--- src/rtl/simplerisc_pkg.sv ---
// Shared SimpleRISC types and constants for the data-memory stage.
package simplerisc_pkg;

  localparam int unsigned DM_DATA_W = 32;

  typedef enum logic [1:0] {
    IDLE = 2'd0,
    BUSY = 2'd1,
    DONE = 2'd2
  } dm_state_t;

  localparam logic [1:0] DM_ERR_NONE     = 2'b00;
  localparam logic [1:0] DM_ERR_MISALIGN = 2'b01;
  localparam logic [1:0] DM_ERR_LDST     = 2'b10;
  localparam logic [1:0] DM_ERR_TIMEOUT  = 2'b11;

endpackage

--- src/rtl/dm_timeout_ctr.sv ---
// Saturating wait counter for the DM bus; hit_c flags the last allowed BUSY cycle.
module dm_timeout_ctr #(
  parameter int unsigned CNT_W   = 8,
  parameter int unsigned TIMEOUT = 15
) (
  input  logic clk,
  input  logic reset,
  input  logic clear,
  input  logic en,
  output logic hit_c
);

  localparam logic [CNT_W-1:0] CNT_MAX = {CNT_W{1'b1}};
  localparam logic [CNT_W-1:0] CNT_HIT = CNT_W'(TIMEOUT - 1);

  logic [CNT_W-1:0] cnt;

  always_ff @(posedge clk) begin
    if (reset || clear) begin
      cnt <= '0;
    end else if (en && cnt != CNT_MAX) begin
      cnt <= cnt + CNT_W'(1);
    end
  end

  assign hit_c = (cnt == CNT_HIT);

endmodule

--- src/rtl/dm_access_unit.sv ---
// DM-stage access unit: turns ld/st into a req/ack bus transaction and stalls the pipe until it ends.
module dm_access_unit
  import simplerisc_pkg::*;
#(
  parameter int unsigned DATA_W  = DM_DATA_W,
  parameter int unsigned TIMEOUT = 15,
  parameter int unsigned CNT_W   = 8
) (
  input  logic              clk,
  input  logic              reset,
  input  logic              isLd_DM,
  input  logic              isSt_DM,
  input  logic [DATA_W-1:0] aluResult_DM,
  input  logic [DATA_W-1:0] op2_DM,
  output logic [DATA_W-1:0] DMResult_DM,
  output logic              stall_DM,
  output logic [1:0]        err_DM,
  output logic              mem_req,
  output logic              mem_we,
  output logic [DATA_W-1:0] mem_addr,
  output logic [DATA_W-1:0] mem_wdata,
  input  logic [DATA_W-1:0] mem_rdata,
  input  logic              mem_ack
);

  dm_state_t         state, state_nxt;
  logic              req_nxt, we_nxt;
  logic [DATA_W-1:0] addr_nxt, wdata_nxt, result_nxt;
  logic [1:0]        err_nxt;
  logic              ctr_clr, ctr_en, ctr_hit;

  dm_timeout_ctr #(
    .CNT_W  (CNT_W),
    .TIMEOUT(TIMEOUT)
  ) u_timeout_ctr (
    .clk  (clk),
    .reset(reset),
    .clear(ctr_clr),
    .en   (ctr_en),
    .hit_c(ctr_hit)
  );

  always_ff @(posedge clk) begin
    if (reset) begin
      state       <= IDLE;
      mem_req     <= 1'b0;
      mem_we      <= 1'b0;
      mem_addr    <= '0;
      mem_wdata   <= '0;
      DMResult_DM <= '0;
      err_DM      <= DM_ERR_NONE;
    end else begin
      state       <= state_nxt;
      mem_req     <= req_nxt;
      mem_we      <= we_nxt;
      mem_addr    <= addr_nxt;
      mem_wdata   <= wdata_nxt;
      DMResult_DM <= result_nxt;
      err_DM      <= err_nxt;
    end
  end

  // Illegal ops only raise an error pulse; they never stall or reach the bus.
  always_comb begin
    state_nxt  = state;
    req_nxt    = mem_req;
    we_nxt     = mem_we;
    addr_nxt   = mem_addr;
    wdata_nxt  = mem_wdata;
    result_nxt = DMResult_DM;
    err_nxt    = DM_ERR_NONE;
    ctr_clr    = 1'b0;
    ctr_en     = 1'b0;
    stall_DM   = 1'b0;
    case (state)
      IDLE: begin
        if (isLd_DM || isSt_DM) begin
          if (isLd_DM && isSt_DM) begin
            err_nxt = DM_ERR_LDST;
          end else if (aluResult_DM[1:0] != 2'b00) begin
            err_nxt = DM_ERR_MISALIGN;
          end else begin
            stall_DM  = 1'b1;
            req_nxt   = 1'b1;
            we_nxt    = isSt_DM;
            addr_nxt  = aluResult_DM;
            wdata_nxt = op2_DM;
            ctr_clr   = 1'b1;
            state_nxt = BUSY;
          end
        end
      end
      BUSY: begin
        stall_DM = 1'b1;
        if (mem_ack) begin
          req_nxt = 1'b0;
          if (!mem_we) begin
            result_nxt = mem_rdata;
          end
          state_nxt = DONE;
        end else if (ctr_hit) begin
          req_nxt   = 1'b0;
          err_nxt   = DM_ERR_TIMEOUT;
          state_nxt = DONE;
        end else begin
          ctr_en = 1'b1;
        end
      end
      DONE: begin
        state_nxt = IDLE;
      end
      default: begin
        state_nxt = IDLE;
      end
    endcase
  end

endmodule
--- config.mk ---
export PLATFORM = sky130hd
export DESIGN_NAME = dm_access_unit
export DESIGN_NICKNAME = d
export VERILOG_FILES = /design/src/rtl/simplerisc_pkg.sv /design/src/rtl/dm_timeout_ctr.sv /design/src/rtl/dm_access_unit.sv
export SDC_FILE = /design/constraint.sdc
export NUM_CORES = 1
export LEC_CHECK = 0
export ABC_AREA = 1
export CORE_UTILIZATION = 45
export CTS_CLUSTER_DIAMETER = 100
export DETAILED_ROUTE_END_ITERATION = 8
export PLACE_DENSITY = 0.92
export SLEW_MARGIN = 15
export SYNTH_ARGS = -nofsm -noshare
export SYNTH_HDL_FRONTEND = slang
export SYNTH_HIERARCHICAL = 1
export SYNTH_SLANG_ARGS = --single-unit
--- constraint.sdc ---
create_clock -name clk -period 4.7 [get_ports clk]
set_input_delay 0.94 -clock clk [delete_from_list [all_inputs] [get_ports clk]]
set_output_delay 0.94 -clock clk [all_outputs]
set_load 0.05 [all_outputs]
==> results of run 1 <==
-- power groups by stage --
stage,combinational [mW],sequential (mW),clock [mW]
floorplan,0.144,1.17,0
global placement,0.490,1.02,0
detailed placement,0.496,1.02,0
CTS,0.497,0.999,0.667
global route,0.532,1.01,0.709
finish,0.495,0.998,0.653
-- area by class of cell --
cell class                      count  area (sq um)  area share, %
Clock inverter                      4          97.6           1.43
Sequential cell                   110          2200           32.2
Inverter                           79           297           4.34
Tap cell                          133           166           2.44
Timing Repair Buffer              206          2060           30.1
Clock buffer                       10           128           1.87
Multi-Input combinational cell    435          1880           27.5
-- registers in the layout, indices dropped and copies added (netlist names) --
| signal | flops |
|---|---|
| err_DM | 2 |
| DMResult_DM | 32 |
| mem_req | 1 |
| mem_wdata | 32 |
| mem_we | 1 |
| state | 2 |
| mem_addr | 32 |
| u_timeout_ctr/cnt | 8 |
-- cells in the mapped netlist --
library cell,instances,area share [%]
sky130_fd_sc_hd__a21oi_1,9,0.99
sky130_fd_sc_hd__and3_1,1,0.14
sky130_fd_sc_hd__buf_1,5,0.41
sky130_fd_sc_hd__buf_2,19,2.1
sky130_fd_sc_hd__buf_4,1,0.16
sky130_fd_sc_hd__buf_6,4,0.99
sky130_fd_sc_hd__clkbuf_1,7,0.58
sky130_fd_sc_hd__dfxtp_1,110,48
sky130_fd_sc_hd__ha_1,2,0.55
sky130_fd_sc_hd__inv_1,75,6.2
sky130_fd_sc_hd__inv_2,4,0.33
sky130_fd_sc_hd__nand2_1,89,7.3
sky130_fd_sc_hd__nand2_2,4,0.55
sky130_fd_sc_hd__nand2_4,2,0.49
sky130_fd_sc_hd__nand3_1,72,7.9
sky130_fd_sc_hd__nand3b_1,1,0.16
sky130_fd_sc_hd__nand4_1,2,0.27
sky130_fd_sc_hd__nor2_1,208,17
sky130_fd_sc_hd__nor2_2,5,0.68
sky130_fd_sc_hd__nor2_4,4,0.99
sky130_fd_sc_hd__nor3_1,1,0.11
sky130_fd_sc_hd__nor4_1,1,0.14
sky130_fd_sc_hd__o21ai_0,25,2.7
sky130_fd_sc_hd__o21ai_1,9,0.99
-- logic make-up (layout without fill, tap and decap cells) --
logic type,count (synthesis),in the layout
DFF,110,110
adders and majority gates,2,2
buffers and inverters,115,299
and+or+nand+nor,390,390
AOI/OAI and AO/OA,43,43
-- cell usage in the layout, fill, tap and decap left out --
cell / synthesis / routed
sky130_fd_sc_hd__nand4_1: 2 / 2
sky130_fd_sc_hd__nor2_2: 5 / 4
sky130_fd_sc_hd__nand3_1: 72 / 72
sky130_fd_sc_hd__clkbuf_8: 0 / 9
sky130_fd_sc_hd__nand3b_1: 1 / 1
sky130_fd_sc_hd__o21ai_0: 25 / 25
sky130_fd_sc_hd__buf_4: 1 / 5
sky130_fd_sc_hd__ha_1: 2 / 2
sky130_fd_sc_hd__nand2_2: 4 / 4
sky130_fd_sc_hd__bufinv_16: 0 / 3
sky130_fd_sc_hd__nand2_4: 2 / 2
sky130_fd_sc_hd__clkdlybuf4s50_1: 0 / 200
sky130_fd_sc_hd__a21oi_1: 9 / 9
sky130_fd_sc_hd__buf_12: 0 / 1
sky130_fd_sc_hd__nor2_4: 4 / 5
sky130_fd_sc_hd__and3_1: 1 / 1
sky130_fd_sc_hd__nor3_1: 1 / 1
sky130_fd_sc_hd__nor2_1: 208 / 208
sky130_fd_sc_hd__o21ai_1: 9 / 9
sky130_fd_sc_hd__inv_2: 4 / 4
sky130_fd_sc_hd__clkinvlp_4: 0 / 1
sky130_fd_sc_hd__nor4_1: 1 / 1
sky130_fd_sc_hd__inv_1: 75 / 75
sky130_fd_sc_hd__dfxtp_1: 110 / 110
sky130_fd_sc_hd__clkbuf_1: 7 / 1
sky130_fd_sc_hd__nand2_1: 89 / 89
-- final timing paths --
kind,slack (ps),depth (start not counted),end,from
max,1720,7,stall_DM,isLd_DM
min,450,2,mem_addr[1],mem_addr[1]
max reg2reg,2830,12,u_timeout_ctr/cnt[7],u_timeout_ctr/cnt[0]
min reg2reg,450,2,mem_addr[1],mem_addr[1]
-- critical path, delay by kind of cell --
| kind | cells | cell delay [ps] |
|---|---|---|
| buffers and inverters | 3 | 770 |
| and+or+nand+nor | 4 | 320 |
-- routing by layer --
metal	vias up	GRT usage (%)
li1	2360	-
met2	170	41.5
met4	0	6.18
met1	2098	23.8
met5	-	0
met3	11	8.41
-- through the flow --
step | instance area (sq um) | hold slack (ps) | power, mW | utilization (%) | setup slack (ps)
floorplan | 4570 | 481 | 1.32 | - | 1910
global placement | 6610 | 429 | 1.51 | 67.3 | 1740
detailed placement | 6610 | 442 | 1.52 | 67.3 | 1720
CTS | 6830 | 453 | 2.16 | 69.6 | 1710
global route | 6830 | 474 | 2.25 | 69.6 | 1610
finish | 6830 | 453 | 2.15 | 69.6 | 1720
==> metrics.log, run 1 <==
[metrics] sequential-to-total area share from yosys stat: 48.2%
[metrics] synthesized flop and latch total: between 100 and 150
[metrics] worst-case clock buffer depth: 2
[metrics] global-route wire length before repair: around 19000 microns
[metrics] final weighted congestion in routability-driven placement: around 0.83
[metrics] final antenna diode count: 0
[metrics] Final period util: 63.4%
[metrics] start-to-end type of the worst setup path: in2out
[metrics] Die X: 103 microns
[metrics] final WL: roughly 12000 microns
[metrics] library cell appearing most often on the critical path: sky130_fd_sc_hd__nand2_1
[metrics] slew at the pin closest to its max-slew limit: a little over 700 ps
[metrics] synthesized-area fraction occupied by xor and xnor cells: 0%
[metrics] kind of path behind the tightest hold check: reg2reg
[metrics] power per standard cell area: roughly 310 nW/um^2
[metrics] count of pins on the block boundary: 202
[metrics] clock-pin slew on the worst setup and hold paths: 90 ps
[metrics] cell with the biggest individual delay on the critical path: sky130_fd_sc_hd__clkdlybuf4s50_1
[metrics] grt total ovfl: 0
[metrics] PortBufs: around 200
[metrics] largest net degree at the start of global routing: 64
[metrics] Non-Filler Instances: slightly below 1000
[metrics] Clock Tree Root: sky130_fd_sc_hd__clkbuf_8
[metrics] Net Count, Synth: around 760
[metrics] share of cell area taken by muxes after synthesis: 0%
[metrics] post-synthesis cell type count: 24
[metrics] met3 routed WL: 1290 microns
[metrics] standard-cell row count: 36
[metrics] share of final-layout standard cells stronger than drive strength 1: 4.50%
[metrics] Vert. Die Dim: between 100 and 150 microns
[metrics] data required time of the critical path: 3760 ps
[metrics] cell count after placement: just under 1000
[metrics] Compound-Gate Fraction of Synth Area: roughly 4.7%
[metrics] total negative setup slack: 0 ps
[metrics] initial standard-cell utilization of the core: 46.5%
[metrics] number of nets in the layout: roughly 940
[metrics] per-cell via count in the routed design: about 4.7
[metrics] Max Clk Rate: 335 MHz
[metrics] clock tree from TritonCTS: built
[metrics] delay contributed by the slowest stage of the critical path: 520 ps
[metrics] part of the power in the clock network: 30.4%
[metrics] H-Tree Depth: 3
[metrics] maximum resistive drop on vdd: around 190 uV
[metrics] status: finished clean
[metrics] Worst Path Arrival: between 2000 and 2500 ps
[metrics] kind of end point of the critical path: output port
[metrics] die area: 10600 sq um
[metrics] DR iter-0 viols: 147
[metrics] switch share: roughly 29%
[metrics] PostCTS Resize Cnt: 0
[metrics] clock buffers created by TritonCTS: 9
[metrics] CTS Hold Buffers Added: 0
[metrics] sinks on the clock net: 110
[metrics] uppermost layer routed: met4
[metrics] overall routing resource usage: between 20% and 30%
[metrics] combined area of all synthesized cells: 4570 sq um
[metrics] Post-Synthesis Cells: between 600 and 700
[metrics] number of antenna violations at the first check in global routing: 0
[metrics] wire per inst: 12.3 microns
[metrics] simple-gate area share of the yosys netlist: ~36%
[metrics] fillers: 807
[metrics] crit path time final: between 2000 and 3000 ps
[metrics] number of global-route vias before repair: approximately 4300
[metrics] DRT antenna net count: 0
[metrics] final number of setup-violating endpoints: 0
[metrics] routed wire length on met2: around 5800 microns
[metrics] list of cells traversed by the critical path: clkdlybuf4s50_1, nand2_1, inv_2, nor2_4, nand2_1, nand2_1, buf_12
[metrics] RSZ-0062 raised after global routing: no
[metrics] number of optimization iterations in the first detailed-route pass: 4
[metrics] number of pins with negative max-slew slack in the final report: 0
[metrics] post-synthesis adder-cell area fraction: 0.548%
[metrics] logic gate share of total power: a little under a quarter
[metrics] kind of start point of the critical path: input port
[metrics] Post-Synthesis Mean Instance Area: around 6.9 sq um
[metrics] area of the core: ~10000 sq um
[metrics] internal power summed over all cells: 1.52 mW
[metrics] warning count from the yosys run: 6
[metrics] post-synthesis to final-layout area growth: 49.5%
[metrics] proportion of power drawn by flip-flops and latches: between 40% and 50%
[metrics] final hold viol count: 0
[metrics] Setup Buffers After CTS: 0
[metrics] Worst slew margin: ~53%
[metrics] hpwl dp: roughly 8500 microns
[metrics] insertion delay to the later sink of the worst-skew pair: about 350 ps
[metrics] post-route clock skew: between 10 and 15 ps
[metrics] main combinational cell family by area after synthesis: simple AND/OR/NAND/NOR gates
[metrics] switching power total: roughly 0.62 mW
[metrics] leakage power figure: about 2.9 nW
[metrics] M1 wire length: between 4000 and 5000 microns
[metrics] largest fanout on the critical path: 4
[metrics] Maximum Capacitance Violations: 0
[metrics] vias after detailed routing: around 4600
[metrics] DRC violations left: 0
No activity file was read; power rests on OpenSTA's default activity.
==> run 2, diff against run 1 <==
CORE_UTILIZATION = 38   (was 45)
PLACE_DENSITY = 0.84   (was 0.92)
clock period = 2.41 ns   (was 4.7 ns; I/O delays follow)
==> run 2 against run 1 <==
  * The run now ends with design-rule violations left
  * Die area is 18% higher
  * Clock power is 110% higher
  * Critical path depth down 1
  * Routed wire length is 1.0% higher
  * Critical path type unchanged
  * Critical endpoint unchanged
==> metrics.log, run 2 (same netlist as run 1, synthesis figures left out) <==
[metrics] status: complete, but fails checks
[metrics] violated checks: design-rule violations
[metrics] kind of path behind the tightest hold check: reg2reg
[metrics] final number of setup-violating endpoints: 0 (unchanged)
[metrics] wire per inst: 12.3 microns (-0.38%)
[metrics] kind of start point of the critical path: input port
[metrics] Most Used Layer, Global Route: met2
[metrics] die area: 12500 sq um (+18%)
[metrics] vias after detailed routing: 4539 (-2.2%)
[metrics] Largest regs: DMResult_DM x32, mem_addr x32, mem_wdata x32
[metrics] Max Clk Rate: around 470 MHz
[metrics] global-route wire length before repair: 19800 microns (+5.3%)
[metrics] PortBufs: 201 (unchanged)
[metrics] number of nets in the layout: 947 (+0.32%)
[metrics] hpwl dp: 8590 microns (+1.5%)
[metrics] DRC violations left: 16 (+16)
[metrics] crit path time final: between 2000 and 2500 ps
[metrics] clock-pin slew on the worst setup and hold paths: 70 ps (-20 ps)
[metrics] overall routing resource usage: 19.9% (-2.6 points)
[metrics] share of final-layout standard cells stronger than drive strength 1: 4.95% (+0.45 points)
[metrics] Clock Tree Root: sky130_fd_sc_hd__clkbuf_16
[metrics] most frequent standard cell in the layout excluding fill and tap cells: sky130_fd_sc_hd__nor2_1
[metrics] H-Tree Depth: 3 (unchanged)
[metrics] leakage power figure: 3.00 nW (+2.0%)
[metrics] final weighted congestion in routability-driven placement: 0.804 (-3.0%)
[metrics] grt total ovfl: 0 (unchanged)
[metrics] maximum resistive drop on vdd: 386 uV (+110%)
[metrics] number of pins with negative max-slew slack in the final report: 0 (unchanged)
[metrics] count of pins on the block boundary: 202 (unchanged)
[metrics] final antenna diode count: 0 (unchanged)
[metrics] clock tree from TritonCTS: built
[metrics] number of optimization iterations in the first detailed-route pass: 7 (+3)
[metrics] Maximum Capacitance Violations: 0 (unchanged)
[metrics] final hold viol count: 0 (unchanged)
[metrics] final WL: 12200 microns (+1.0%)
[metrics] power per standard cell area: 618 nW/um^2 (+97%)
[metrics] start-to-end type of the worst setup path: in2out
[metrics] per-cell via count in the routed design: 4.58 (-3.5%)
[metrics] Worst slew margin: 63.3% (+11 points)
[metrics] highest-count cells in the layout ignoring fill and taps: sky130_fd_sc_hd__nor2_1, sky130_fd_sc_hd__clkdlybuf4s50_1, sky130_fd_sc_hd__dfxtp_1
[metrics] number of global-route vias before repair: 4169 (-3.9%)
[metrics] RSZ-0062 raised after global routing: no
[metrics] PostCTS Resize Cnt: 0 (unchanged)
[metrics] insertion delay to the later sink of the worst-skew pair: 340 ps (about the same)
[metrics] number of antenna violations at the first check in global routing: 0 (unchanged)
[metrics] initial standard-cell utilization of the core: 39.5% (-7.0 points)
[metrics] sinks on the clock net: 110 (unchanged)
[metrics] worst-case clock buffer depth: 2 (unchanged)
[metrics] kind of end point of the critical path: output port
[metrics] largest fanout on the critical path: 4 (unchanged)
[metrics] Die X: 112 microns (+8.6%)
[metrics] share of the core filled with cells in the final layout: 60.4% (-9.2 points)
[metrics] Worst Path Arrival: 1650 ps (-390 ps)
[metrics] GR Util met3: 7.73% (-0.68 points)
[metrics] Final period util: between 80% and 90%
[metrics] Vert. Die Dim: 112 microns (+8.6%)
[metrics] Setup Buffers After CTS: 0 (unchanged)
[metrics] post-route clock skew: 11.5 ps (+1.04 ps)
[metrics] met2 track demand over resource in global routing: 32.8% (-8.7 points)
[metrics] standard-cell row count: 39 (+8.3%)
[metrics] DRT antenna net count: 0 (unchanged)
[metrics] CTS Hold Buffers Added: 0 (unchanged)
[metrics] largest net degree at the start of global routing: 67 (+4.7%)
[metrics] area of the core: 11600 sq um (+18%)
[metrics] data required time of the critical path: 1930 ps (-1830 ps)
[metrics] slew at the pin closest to its max-slew limit: 548 ps (-161 ps)
[metrics] total negative setup slack: 0 ps (unchanged)
[metrics] DR iter-0 viols: 273 (+86%)
[metrics] global-route track usage on met1: 22.7% (-1.1 points)
[metrics] post-synthesis to final-layout area growth: 52.8%
[metrics] clock buffers created by TritonCTS: 9 (unchanged)
## run 2: cell count changes in the layout (fill, tap and decap cells not counted)
cell	previous run	this run
sky130_fd_sc_hd__clkbuf_16	0	9
sky130_fd_sc_hd__bufinv_16	3	0
sky130_fd_sc_hd__buf_12	1	6
sky130_fd_sc_hd__clkbuf_8	9	2
sky130_fd_sc_hd__clkinv_2	0	1
sky130_fd_sc_hd__clkinvlp_4	1	2
sky130_fd_sc_hd__buf_4	5	3
## run 2: path summary, 6_finish.rpt
path | startpoint | end | slack (ps) | cells after the start
max | isSt_DM | stall_DM | 270 | 6
max reg2reg | u_timeout_ctr/cnt[0] | u_timeout_ctr/cnt[7] | 540 | 12
min reg2reg | mem_addr[1] | mem_addr[1] | 450 | 2
min | mem_addr[1] | mem_addr[1] | 450 | 2
## run 2: critical path, stage by stage
cell and delay (ps):
sky130_fd_sc_hd__clkdlybuf4s50_1 530, sky130_fd_sc_hd__nor2_1 90, sky130_fd_sc_hd__nor2_4 160, sky130_fd_sc_hd__nand2_1 110, sky130_fd_sc_hd__nand2_1 120, sky130_fd_sc_hd__buf_12 150
## run 2: layout make-up
type                       instances  area [sq um]
clock buffer                      12           256
clock inverter                     3          20.0
fill                            1038          4580
inverter                          79           297
multi-input combinational        435          1880
sequential                       110          2200
tap                              143           179
timing repair buffer             209          2140
## run 2: through the flow
step	setup slack (ps)	power, mW	instances	hold slack [ps]	instance area, sq um
2_1_floorplan	537	2.57	660	481	4570
3_3_place_gp	328	2.97	976	429	6700
3_5_place_dp	283	2.98	976	438	6700
4_1_cts	269	4.38	991	451	6980
5_1_grt	222	4.52	991	474	6980
6_report	275	4.32	991	448	6980
## run 2: routing by layer
metal	vias up	wire, microns
met3	18	1290
li1	2374	-
met1	1966	5040
met5	-	0
met4	0	262
met2	181	5590
## run 2: power breakdown
group          switching [mW]  internal (mW)
Clock                   0.636          0.751
Sequential             0.0421           1.91
Combinational           0.585          0.398
==> run 3, diff against run 2 <==
CORE_ASPECT_RATIO = 2   (was default)
==> run 3 against run 2 <==
  * The run now ends clean
  * Flip-flop and latch count is the same
  * Die area grew 0.22%
  * Sequential share of layout area shrank 0.20 points
  * Final cell count grew 0.81%
  * Global-route usage grew 1.0 points
  * Maximum frequency grew 1.4%
  * Worst hold slack lost 3.8 ps
  * First-iteration DRC count shrank 30%
  * Sequential power is essentially flat
==> metrics.log, run 3 (same netlist as run 1, synthesis figures left out) <==
[metrics] status: finished clean
[metrics] capture point of the critical path: stall_DM
[metrics] Worst Path Arrival: 1620 ps (-30 ps)
[metrics] kind of start point of the critical path: input port
[metrics] clock-pin slew on the worst setup and hold paths: 70 ps (about the same)
[metrics] RSZ-0062 raised after global routing: no
[metrics] register-to-register path setup slack: 500 ps (-40 ps)
[metrics] final hold viol count: 0 (unchanged)
[metrics] DRT antenna net count: 0 (unchanged)
[metrics] clock buffers created by TritonCTS: 9 (unchanged)
[metrics] clock tree from TritonCTS: built
[metrics] post-route clock skew: 8.79 ps (-2.71 ps)
[metrics] grt total ovfl: 0 (unchanged)
[metrics] post-synthesis to final-layout area growth: 53.8%
[metrics] final number of setup-violating endpoints: 0 (unchanged)
[metrics] logic depth of the worst setup path including buffers: 6 (unchanged)
[metrics] largest fanout on the critical path: 4 (unchanged)
[metrics] crit path setup slack, layout: 304 ps (+28.8 ps)
[metrics] sinks on the clock net: 110 (unchanged)
[metrics] area of the core: 11700 sq um (+1.2%)
[metrics] cell with the biggest individual delay on the critical path: sky130_fd_sc_hd__clkdlybuf4s50_1
[metrics] Setup Buffers After CTS: 0 (unchanged)
[metrics] reg-to-reg critical path startpoint: u_timeout_ctr/cnt[0]
[metrics] data required time of the critical path: 1930 ps (about the same)
[metrics] vias after detailed routing: 4616 (+1.7%)
[metrics] Worst slew margin: 62.5% (-0.87 points)
[metrics] standard-cell row count: 56 (+44%)
[metrics] PortBufs: 201 (unchanged)
[metrics] list of cells traversed by the critical path: clkdlybuf4s50_1, nor2_1, nor2_4, nand2_1, nand2_1, buf_12
[metrics] number of pins with negative max-slew slack in the final report: 0 (unchanged)
[metrics] Reg2Reg Depth: 13 (+1)
[metrics] RR Endpoint: u_timeout_ctr/cnt[7]
[metrics] insertion delay to the later sink of the worst-skew pair: 340 ps (about the same)
[metrics] number of antenna violations at the first check in global routing: 0 (unchanged)
[metrics] library cell appearing most often on the critical path: sky130_fd_sc_hd__nand2_1
[metrics] maximum resistive drop on vdd: 396 uV (+2.8%)
[metrics] Clock Tree Root: sky130_fd_sc_hd__clkbuf_16
[metrics] CTS Hold Buffers Added: 0 (unchanged)
[metrics] final weighted congestion in routability-driven placement: 0.854 (+6.2%)
[metrics] count of pins on the block boundary: 202 (unchanged)
[metrics] worst-case clock buffer depth: 2 (unchanged)
[metrics] final antenna diode count: 0 (unchanged)
[metrics] Setup WS pre-CTS: 315 ps (+31.9 ps)
[metrics] Die X: 79.5 microns (-29%)
[metrics] die area: 12500 sq um (+0.22%)
[metrics] start-to-end type of the worst setup path: in2out
[metrics] Vert. Die Dim: 157 microns (+41%)
[metrics] delay contributed by the slowest stage of the critical path: 530 ps (about the same)
[metrics] wire per inst: 12.8 microns (+4.0%)
[metrics] kind of end point of the critical path: output port
[metrics] top cell family by delay on the critical path: buffers and inverters
[metrics] fillers: 1035 (-0.29%)
[metrics] Max Clk Rate: 475 MHz (+1.4%)
[metrics] total negative setup slack: 0 ps (unchanged)
[metrics] hpwl dp: 9330 microns (+8.6%)
[metrics] H-Tree Depth: 3 (unchanged)
[metrics] crit path time final: 2110 ps (-28.8 ps)
[metrics] global-route wire length before repair: 20300 microns (+2.6%)
[metrics] Largest regs: DMResult_DM x32, mem_addr x32, mem_wdata x32
[metrics] Maximum Capacitance Violations: 0 (unchanged)
[metrics] final instance area: 7030 sq um (+0.65%)
[metrics] initial standard-cell utilization of the core: 39.0% (-0.46 points)
[metrics] overall routing resource usage: 20.9% (+1.0 points)
[metrics] number of optimization iterations in the first detailed-route pass: 7 (unchanged)
[metrics] most frequent standard cell in the layout excluding fill and tap cells: sky130_fd_sc_hd__nor2_1
[metrics] largest net degree at the start of global routing: 64 (-4.5%)
[metrics] kind of path behind the tightest hold check: reg2reg
[metrics] Bufs and invs on worst path: 2 (unchanged)
[metrics] PostCTS Resize Cnt: 0 (unchanged)
[metrics] DP Area: 6740 sq um (+0.60%)
[metrics] DR iter-0 viols: 192 (-30%)
[metrics] per-cell via count in the routed design: 4.62 (+0.88%)
[metrics] final WL: 12800 microns (+4.8%)
[metrics] number of nets in the layout: 952 (+0.53%)
[metrics] worst setup path startpoint: isSt_DM
[metrics] DRC violations left: 0 (-16)
[metrics] highest-count cells in the layout ignoring fill and taps: sky130_fd_sc_hd__nor2_1, sky130_fd_sc_hd__clkdlybuf4s50_1, sky130_fd_sc_hd__dfxtp_1
[metrics] Final period util: 87.4% (-1.2 points)
[metrics] number of global-route vias before repair: 4302 (+3.2%)
[metrics] share of final-layout standard cells stronger than drive strength 1: 5.74% (+0.78 points)
[metrics] power per standard cell area: 620 nW/um^2 (+0.26%)
[metrics] slew at the pin closest to its max-slew limit: 561 ps (+13.1 ps)
[metrics] leakage power figure: 3.03 nW (+1.2%)
run 3: cell count changes in the layout (fill, tap and decap cells not counted), sizes merged:
cell,delta
buf,+5
inv,+4
clkbuf,-3
clkinv,+2
clkinvlp,-2
run 3: worst min path at each step:
stage	from	end	slack (ps)	depth (start not counted)
floorplan	u_timeout_ctr/cnt[5]	u_timeout_ctr/cnt[5]	480	2
global placement	mem_addr[1]	mem_addr[1]	430	2
detailed placement	mem_addr[1]	mem_addr[1]	430	2
CTS	mem_addr[1]	mem_addr[1]	440	2
global route	mem_addr[1]	mem_addr[1]	480	2
finish	mem_addr[1]	mem_addr[1]	440	2
run 3: area by class of cell:
type / instances / area (sq um) / share of cell area (%)
clock buffers: 9 / 225 / 3.21
clock inverters: 7 / 56.3 / 0.801
inverters: 79 / 297 / 4.22
multi-input cells: 435 / 1880 / 26.8
flip-flops and latches: 110 / 2200 / 31.3
well taps: 145 / 181 / 2.58
repair buffers: 214 / 2180 / 31.1
run 3: layer usage:
layer | track usage, % | up-vias | share of wire (%) | routed length (microns)
met4 | 12.9 | 0 | 4.9 | 625
li1 | - | 2379 | - | -
met3 | 4.06 | 38 | 4.6 | 592
met2 | 38.0 | 148 | 52 | 6690
met5 | 0 | - | 0 | 0
met1 | 21.2 | 2051 | 38 | 4860
run 3: power by group:
group / switching [mW] / internal [mW] / total [mW]
clock network: 0.701 / 0.719 / 1.42
logic: 0.586 / 0.403 / 0.990
registers: 0.0428 / 1.90 / 1.95
total: 1.33 / 3.03 / 4.36
run 3: worst reg2reg max path: cells and delay by family (launching register included):
kind / cells / cell delay [ps]
buf+inv: 2 / 310
fa+ha+maj: 1 / 190
flops: 1 / 410
simple gates: 10 / 950
run 3: metrics by stage:
step                      util [%]  hold WS [ps]  instances  total power, mW
final                         60.0           444        999             4.36
after global routing          60.0           481        999             4.55
after CTS                     60.0           444        999             4.41
after detailed placement      57.6           435        983             2.98
after global placement        57.6           430        983             2.97
after floorplan                  -           481        660             2.57
